`config.mk`:
```
export PLATFORM = sky130hd
export DESIGN_NAME = wave_profile_gen
export DESIGN_NICKNAME = d
export VERILOG_FILES = /design/src/rtl/wave_profile_gen.sv
export SDC_FILE = /design/constraint.sdc
export NUM_CORES = 1
export LEC_CHECK = 0
export CORE_MARGIN = 10
export CORE_UTILIZATION = 50
export CTS_BUF_LIST = sky130_fd_sc_hd__clkbuf_8
export CTS_CLUSTER_DIAMETER = 200
export DETAILED_ROUTE_END_ITERATION = 7
export GPL_TIMING_DRIVEN = 0
export PLACE_DENSITY = 0.68
export SLEW_MARGIN = 20
export SYNTH_ARGS = -nofsm -noshare
export SYNTH_HDL_FRONTEND = slang
export SYNTH_SLANG_ARGS = --single-unit
```
`constraint.sdc`:
```
create_clock -name clock -period 8.3 [get_ports clock]
set_input_delay 1.66 -clock clock [delete_from_list [all_inputs] [get_ports clock]]
set_output_delay 1.66 -clock clock [all_outputs]
set_load 0.02 [all_outputs]
```
`src/rtl/wave_profile_gen.sv`:
```
// wave_profile_gen: streams a 1024-sample parabolic-sine profile into the display profile RAM,
// regenerating it on a frequency change or a per-frame scroll tick.
module wave_profile_gen #(
    parameter int CENTER    = 384,
    parameter int AMP_SHIFT = 1,
    parameter int SCROLL    = 256,
    parameter int V_MAX     = 767
) (
    input  logic        clock,
    input  logic        reset,
    input  logic [10:0] frequency,
    input  logic        new_f,
    input  logic        frame_tick,
    output logic [10:0] wave_index,
    output logic [9:0]  wave_prof,
    output logic        wave_we,
    output logic        wave_ready
);
    typedef enum logic [1:0] {IDLE, RUN, FLUSH} state_t;
    localparam int SH = 9 + AMP_SHIFT;
    localparam logic signed [11:0] CEN12 = 12'(CENTER);
    localparam logic signed [11:0] VMAX12 = 12'(V_MAX);
    state_t state;
    logic [15:0] inc, inc_sh, start_phase, phase;
    logic [10:0] n, s1_idx;
    logic [9:0] s1_x, prof_c;
    logic pending, flush_cnt, s1_valid, s1_h;
    logic [19:0] prod;
    logic signed [11:0] y, row;
    always_comb begin
        prod = 20'(s1_x) * 20'(10'd1023 - s1_x);
        y = 12'(prod >> SH);
        row = s1_h ? CEN12 + y : CEN12 - y;
        prof_c = row < 12'sd0 ? 10'd0 : row > VMAX12 ? VMAX12[9:0] : row[9:0];
    end
    always_ff @(posedge clock or negedge reset) begin
        if (!reset) begin
            state <= IDLE;
            inc <= '0;
            inc_sh <= '0;
            start_phase <= '0;
            phase <= '0;
            n <= '0;
            pending <= 1'b1;
            flush_cnt <= 1'b0;
            s1_valid <= 1'b0;
            s1_h <= 1'b0;
            s1_x <= '0;
            s1_idx <= '0;
            wave_we <= 1'b0;
            wave_index <= '0;
            wave_prof <= 10'(CENTER);
            wave_ready <= 1'b0;
        end else begin
            if (new_f) inc <= {5'b0, frequency};
            if (frame_tick) start_phase <= start_phase + 16'(SCROLL);
            s1_valid <= 1'b0;
            case (state)
                IDLE: if (pending) begin
                    state <= RUN;
                    phase <= start_phase;
                    inc_sh <= inc;
                    n <= '0;
                    pending <= 1'b0;
                    wave_ready <= 1'b0;
                end
                RUN: begin
                    s1_valid <= 1'b1;
                    s1_x <= phase[14:5];
                    s1_h <= phase[15];
                    s1_idx <= n;
                    phase <= phase + inc_sh;
                    n <= n + 11'd1;
                    if (n == 11'd1023) begin
                        state <= FLUSH;
                        flush_cnt <= 1'b0;
                    end
                end
                FLUSH: begin
                    flush_cnt <= 1'b1;
                    if (flush_cnt) begin
                        state <= IDLE;
                        wave_ready <= !(pending || new_f || frame_tick);
                    end
                end
                default: state <= IDLE;
            endcase
            // a request in the same cycle as sweep start must survive the clear above
            if (new_f || frame_tick) pending <= 1'b1;
            wave_we <= s1_valid;
            if (s1_valid) begin
                wave_index <= s1_idx;
                wave_prof <= prof_c;
            end
        end
    end
endmodule

```
-- Yosys cells after proc, flatten, opt, wreduce, memory -nomap -nowiden
Cells that the tools add are included.
W data, S select, Z words.
- bits in registers: 115
- input bits: 15
- output and inout bits: 23
- word-level logic and storage cells: 64
- add/sub/neg operators: 6
- multiply operators: 1
- $lt $le $gt $ge: 2
- eq/ne operators: 6
- mux-type cells: 19
- reductions and logical operators: 14
- operator list (cell ; number):
    $pmux W16 S2 ; 1
    $pmux W11 S2 ; 1
    $mul A11 B11 Y20 ; 1
    $mux W10 ; 2
    $add A16 B11 Y16 ; 1
    $add A16 B9 Y16 const B ; 1
    $mux W16 ; 1
    $gt A12 B11 Y1 const B ; 1
    $lt A12 B1 Y1 const B ; 1
    $mux W12 ; 1
    $add A11 B1 Y11 const B ; 1
    $add A9 B10 Y11 const A ; 1
    $eq A11 B10 Y1 const B ; 1
    $mux W11 ; 1
    $sub A10 B10 Y11 const A ; 1
    $sub A9 B10 Y11 const A ; 1
    $reduce_bool A2 Y1 ; 4
    $mux W1 ; 6
    $mux W2 ; 3
    $ne A2 B2 Y1 const B ; 3
    $pmux W2 S3 ; 1
    $reduce_and A2 Y1 ; 3
    $reduce_and A3 Y1 ; 2
    $pmux W1 S2 ; 2
    other kinds (5) ; 7

-- Longest topological paths before layout
Gate-level depths: netlist of the first run.
- word-level depth: 7
- depth in mapped cells: 28

-- Worst setup path after synthesis of the first run
No wires, ideal clock.
- path kind: register to register
- start: register s1_x[4]
- end: register wave_prof[5]
- library setup time: 99 ps
- arrival time: 6371 ps
- path slack: 1829 ps
- stages on the path, launching flop included: 25
- cells stage by stage: dfrtp_1 -> inv_1 -> clkbuf_1 -> nand2_1 -> fa_1 -> fa_1 -> fa_1 -> inv_1 -> fa_1 -> inv_1 -> fa_1 -> inv_1 -> ha_1 -> o21ai_1 -> or2b_2 -> a311oi_2 -> o21ai_0 -> and2_2 -> inv_1 -> ha_1 -> or2_2 -> a41o_1 -> a31oi_1 -> a41oi_4 -> a311oi_1
- word-level cells in the longest chain between the ends: 7
- elaborated cells on any way between the ends: 9
- ends and longest elaborated chain (item ; line ; text):
    start: declaration ; 26 ; logic [9:0] s1_x, prof_c;
    start signal: assignment ; 69 ; s1_x <= phase[14:5];
    $sub A10 B10 Y11 ; 31 ; prod = 20'(s1_x) * 20'(10'd1023 - s1_x);
    $mul A11 B11 Y20 * ; 31 ;
    $sub A9 B10 Y11 / $add A9 B10 Y11 (equally long branches) ; 33 ; row = s1_h ? CEN12 + y : CEN12 - y;
    $mux W12 * ; 33 ;
    $gt A12 B11 Y1 ; 34 ; prof_c = row < 12'sd0 ? 10'd0 : row > VMAX12 ? VMAX12[9:0] : row[9:0];
    $mux W10 ; 34 ;
    $mux W10 * ; 34 ;
    end signal: assignment ; 52 ; wave_prof <= 10'(CENTER);
    end signal: assignment ; 93 ; wave_prof <= prof_c;
    end: declaration ; 15 ; output logic [9:0] wave_prof,
Every way passes the cells marked *; elsewhere a longest branch is shown, timed or not.
A chain may end at the register's enable or synchronous reset.

-- Worst setup path after layout of the first run
- start: register s1_x[6]
- end: register wave_prof[6]
Same word-level chain as after synthesis.

==> impl_metrics.yaml, run 1 <==
floorplanning:
  row_count: 47
  pin_count: 38
  fp.dieW_um: 149.8
  start_util_pct: 50.95
  core-area_um2: 16520
  die_h_um: 149.8
  die_area_um2: 22430
worst_setup_path:
  start_kind: "flip-flop"
  worstRegToRegCells: 24
  rrSetupSlack_ps: 1000
  crit_path_end_kind: "flip-flop"
  r2r_start: "s1_x[6]"
  path_max_fanout: 10
  r2r-end: "wave_prof[6]"
  criticalPathCategory: "reg2reg"
  cp.arrival_ps: 7600
  cp_data_required_time_ps: 8600
finish:
  final_cells: 1178
  area_delta_synth_final_pct: 10.24
  final_common_cell: "nand2_1"
  diodes: 0
  drive_above_1_share_pct: 8.351
  final_nets: 1108
  final_cell_mix: "136 x nand2_1, 119 x inv_1, 104 x dfrtp_1"
  fin_util_pct: 56.17
routing:
  post_drt_wl_per_cell_um: 14.71
  drtPass1Iterations: 4
  drt_iter0_drc: 353
  route.detailed.drc: 0
  vias: 6267
  antenna_left: 0
  wl_mm: 17.33
  vias_per_cell: 5.320
logic_synthesis:
  synth_cell_types: 77
  ys_ff_latch: 107
  ys.flop_type: "dfrtp_1"
  syn_area_um2: 8419
  netlist_instances: 905
  ys_seq_area_share_pct: 31.85
  synth_nets: 1060
  ys.warnings.count: 0
  avgSynthCellArea_um2: 9.303
  synth_edf_count: 0
  async_flop_share_pct: 100.0
placed_design:
  gp_congestion: 0.8761
  dp_cells: 1162
  pre_cts_ws_ps: 1065
  hpwl_mm: 13.58
  io_buffers: 36
sta:
  max_slew.worst_pin.slew_ps: 780.2
  post-route-min-period_ps: 7301
  fin_worst_skew_ps: 20.27
  maxSlewHeadroom_pct: 47.52
  max_freq_mhz: 137.0
  worst_slack_ps: 998.6
  setup_viol_count_final: 0
  fin_crit_sh_pct: 87.97
  tns_ps: 0
  rsz0062_at_grt: "false"
  finalHoldViolations: 0
  slew_viol_final: 0
clock_network:
  cts_buffer_depth: 2
  cts_inserted_buffers: 9
  path_clk_slew_ps: 120
  post_cts_buffers: 0
  cts_tree: "yes"
  cts_resized: 0
  cts.htree.levels: 3
  ctsHoldBuffers: 0
  clk_latency_ps: 390
  cts_sinks: 107
  cts-root-buf: "clkbuf_8"
global_route:
  grt_pass1_wl_mm: 30.35
  grt_overflow_total: 0
  antenna_found_initial: 0
  track_usage_pct: 16.30
  grt_pass1_vias: 6497
  grt_max_degree: 64
job:
  maxCapViolations: 0
min_path:
  whs_endpoint: "wave_we"
  hold_depth: 0
  min-delay-start: "s1_valid"
  hold_path_class: "reg2reg"
run_status:
  status: "finished, final reports clean"
==> critical path, stage by stage, from the launching register on <==
cell and delay, ps:
dfrtp_1 370, clkbuf_1 460, clkinv_1 450, nor2_1 230
fa_1 440, fa_1 510, fa_1 530, fa_1 550
inv_1 50, fa_1 520, inv_1 40, ha_1 260
buf_4 150, nand2_1 120, nor3_1 280, a311oi_2 180
o21ai_0 230, and2_2 220, inv_1 80, ha_1 300
or2_2 280, a41o_1 230, a31oi_1 300, a41oi_4 110
a311oi_1 300
==> logic make-up (layout without fill, tap and decap cells) <==
logic type | after synthesis | after routing | synth area share, %
compound gates | 135 | 135 | 11.44
buf+inv | 157 | 210 | 7.386
simple gates | 313 | 313 | 17.24
flops | 107 | 107 | 31.85
mux | 28 | 28 | 3.686
fa+ha+maj | 140 | 140 | 25.62
xor+xnor | 25 | 25 | 2.779
==> flip-flops by register name, summed over array words and instances, names as in the netlist <==
name and cells:
flush_cnt 1, wave_prof 10, n 11, wave_ready 1, inc 11, s1_idx 11, wave_index 11, wave_we 1
s1_valid 1, s1_x 10, pending 1, inc_sh 11, phase 16, start_phase 8, s1_h 1, state 2
==> per-stage QoR <==
stage          area, µm²  hold slack (ps)
3_3_place_gp        9055            388.8
2_1_floorplan       8419            374.5
3_5_place_dp        9084            390.5
4_1_cts             9281            415.7
6_report            9281            409.4
5_1_grt             9281            430.6
==> cell type report <==
cell class | instances | area (µm²)
inverters | 126 | 473.0
fillers | 1512 | 7243
multi-input cells | 641 | 5116
clock buffers | 9 | 123.9
repair buffers | 37 | 389.1
plain buffers | 31 | 148.9
clock inverters | 7 | 73.82
flip-flops and latches | 107 | 2681
well taps | 220 | 275.3
==> worst max path at each step <==
| stage | from | end | cells after the start |
|---|---|---|---|
| after global routing | s1_x[6] | wave_prof[6] | 24 |
| after floorplan | s1_x[4] | wave_prof[5] | 24 |
| after detailed placement | s1_x[5] | wave_prof[3] | 25 |
| after CTS | s1_x[5] | wave_prof[6] | 24 |
| after global placement | s1_x[5] | wave_prof[6] | 24 |
| final | s1_x[6] | wave_prof[6] | 24 |
==> synthesized netlist by cell type, types with 5 or more instances <==
cell type / n / area (µm²)
and2_1: 9 / 56.30
nand2_1: 136 / 510.5
nand3_1: 27 / 135.1
nor2b_1: 8 / 50.05
buf_1: 5 / 18.77
nand2b_1: 7 / 43.79
nand4_1: 8 / 50.05
ha_1: 86 / 1076
o21ai_0: 47 / 235.2
xor2_1: 5 / 43.79
inv_1: 118 / 442.9
nor3_1: 12 / 60.06
xnor2_1: 18 / 157.7
clkinv_1: 7 / 26.28
nor2_1: 76 / 285.3
clkbuf_1: 21 / 78.83
o21bai_1: 5 / 37.54
dfrtp_1: 104 / 2603
a31oi_1: 7 / 43.79
or3_1: 5 / 31.28
o22ai_1: 5 / 31.28
and3_1: 7 / 43.79
fa_1: 54 / 1081
mux2_2: 24 / 270.3
a21oi_1: 22 / 110.1
==> metal layers <==
metal / vias up / track usage [%] / wire length (µm)
met3: 23 / 2.899 / 537
met1: 3073 / 20.77 / 7945
li1: 3070 / - / -
met5: - / 0 / 0
met4: 0 / 4.422 / 267
met2: 101 / 27.86 / 8576
Power of run 1 is not shown: default switching activity piles up to over one toggle a cycle in this logic, so the estimate is an artifact.
==> run 2, diff against run 1 <==
- CAP_MARGIN: not set -> 10
- RECOVER_POWER: not set -> 100
==> impl_metrics.yaml, run 2 (synthesis gave the netlist of run 1 again) <==
job:
  maxCapViolations: 2
worst_setup_path:
  cp_data_required_time_ps: 8610
  crit_top_cell: "fa_1"
  start_kind: "flip-flop"
  path_delay_family: "adder cells"
  crit_path_max_incr_delay_ps: 550
  rrSetupSlack_ps: 840
  cp_num_buf_inv: 6
  critPathSlowestCell: "fa_1"
  worstRegToRegCells: 25
  critPathLaunch: "s1_x[6]"
  r2r-end: "wave_prof[2]"
  crit_path_end_kind: "flip-flop"
  r2r_start: "s1_x[6]"
  cp.arrival_ps: 7780
  path_max_fanout: 10
  criticalPathCategory: "reg2reg"
floorplanning:
  die_h_um: 149.8
  fp.dieW_um: 149.8
  row_count: 47
  start_util_pct: 50.95
  pin_count: 38
  die_area_um2: 22430
  core-area_um2: 16520
sta:
  max_slew.worst_pin.slew_ps: 3234
  fin_worst_skew_ps: 19.47
  post-route-min-period_ps: 7464
  maxSlewHeadroom_pct: -115.6
  rsz0062_at_grt: "false"
  slew_viol_final: 110
  finalHoldViolations: 0
  tns_ps: 0
  setup_viol_count_final: 0
  worst_slack_ps: 836.2
  max_freq_mhz: 134.0
  fin_crit_sh_pct: 89.93
finish:
  diodes: 0
  multi_input_area_um2: 5090
  drive_above_1_share_pct: 7.411
  n_fill_cell: 1521
  fin_util_pct: 55.73
  final_cell_mix: "136 x nand2_1, 120 x inv_1, 104 x dfrtp_1"
  area_delta_synth_final_pct: 9.377
  ff_latch_area_um2: 2681
  largest_reg_flops: 16
  final_common_cell: "nand2_1"
  top_register: "phase"
  final_nets: 1108
global_route:
  antenna_found_initial: 0
  top_usage_layer: "met2"
  met1_usage_pct: 20.77
  grt_max_degree: 64
  met3_usage_pct: 2.899
  grt_overflow_total: 0
  grtUsageMet2_pct: 27.86
  grt_pass1_vias: 6497
  track_usage_pct: 16.30
  grt_pass1_wl_mm: 30.35
clock_network:
  cts_tree: "yes"
  cts_resized: 0
  cts.htree.levels: 3
  cts-root-buf: "clkbuf_8"
  cts_inserted_buffers: 9
  clk_latency_ps: 390
  ctsHoldBuffers: 0
  cts_sinks: 107
  post_cts_buffers: 0
  path_clk_slew_ps: 120
  cts_buffer_depth: 2
min_path:
  hold_path_class: "reg2reg"
  hold_depth: 0
  min-delay-start: "s1_valid"
  whs_endpoint: "wave_we"
run_status:
  status: "finished with violations"
  violations: "max-capacitance violations, max-slew violations"
routing:
  antenna_left: 0
  vias_per_cell: 5.326
  route.detailed.drc: 0
  drtPass1Iterations: 5
  post_drt_wl_per_cell_um: 14.72
  drt_iter0_drc: 288
  vias: 6274
  wl_mm: 17.34
placed_design:
  io_buffers: 36
  gp_congestion: 0.8761
  pre_cts_ws_ps: 1065
  hpwl_mm: 13.58
[run 2: cell count changes in the layout (fill, tap and decap cells not counted), moves of 4 or more]
cell,change
and2_0,+4
buf_1,-4
clkbuf_1,+8
clkdlybuf4s50_1,-24
dlygate4sd3_1,+24
[run 2: worst max-delay path by stage]
| stage | end | slack, ps | cells after the start |
|---|---|---|---|
| finish | wave_prof[2] | 840 | 25 |
| global route | wave_prof[6] | 270 | 24 |
| CTS | wave_prof[6] | 1010 | 24 |
| detailed placement | wave_prof[3] | 1070 | 25 |
| global placement | wave_prof[6] | 1150 | 24 |
| floorplan | wave_prof[5] | 1830 | 24 |
[run 2: routing by layer]
metal	up-vias	wire length, µm
met5	-	0
met4	0	269
met3	21	489
met2	87	8581
met1	3095	8003
li1	3071	-
[run 2: worst register-to-register path: stages, from the launching register on]
cell and delay, ps:
dfrtp_1 360, clkbuf_1 440, clkinv_1 450, nor2_1 230, fa_1 440, fa_1 510
fa_1 530, fa_1 550, inv_1 50, fa_1 520, inv_1 40, ha_1 270
buf_4 170, nand2_1 140, nor3_1 80, a311oi_1 450, o21ai_0 190, and2_0 260
inv_1 130, ha_1 260, or2_2 280, a41o_1 230, a31oi_1 200, a41oi_1 190
and3_1 280, o22ai_1 110
[run 2: final cells by class]
class,count,share of cell area [%]
inverter,126,5.136
clock inverter,7,0.8016
tap,220,2.989
multi-input combinational,641,55.27
timing repair buffer,37,3.886
clock buffer,9,1.345
buffer,31,1.454
sequential,107,29.12
[run 2: stage by stage]
step / cell area [µm²] / hold slack (ps) / instances
final: 9209 / 387.9 / 1178
after global routing: 9209 / 408.0 / 1178
after CTS: 9281 / 415.7 / 1178
after detailed placement: 9084 / 390.5 / 1162
after global placement: 9055 / 388.8 / 1161
after floorplan: 8419 / 374.5 / 905
Power of run 2 is left out for the same reason.
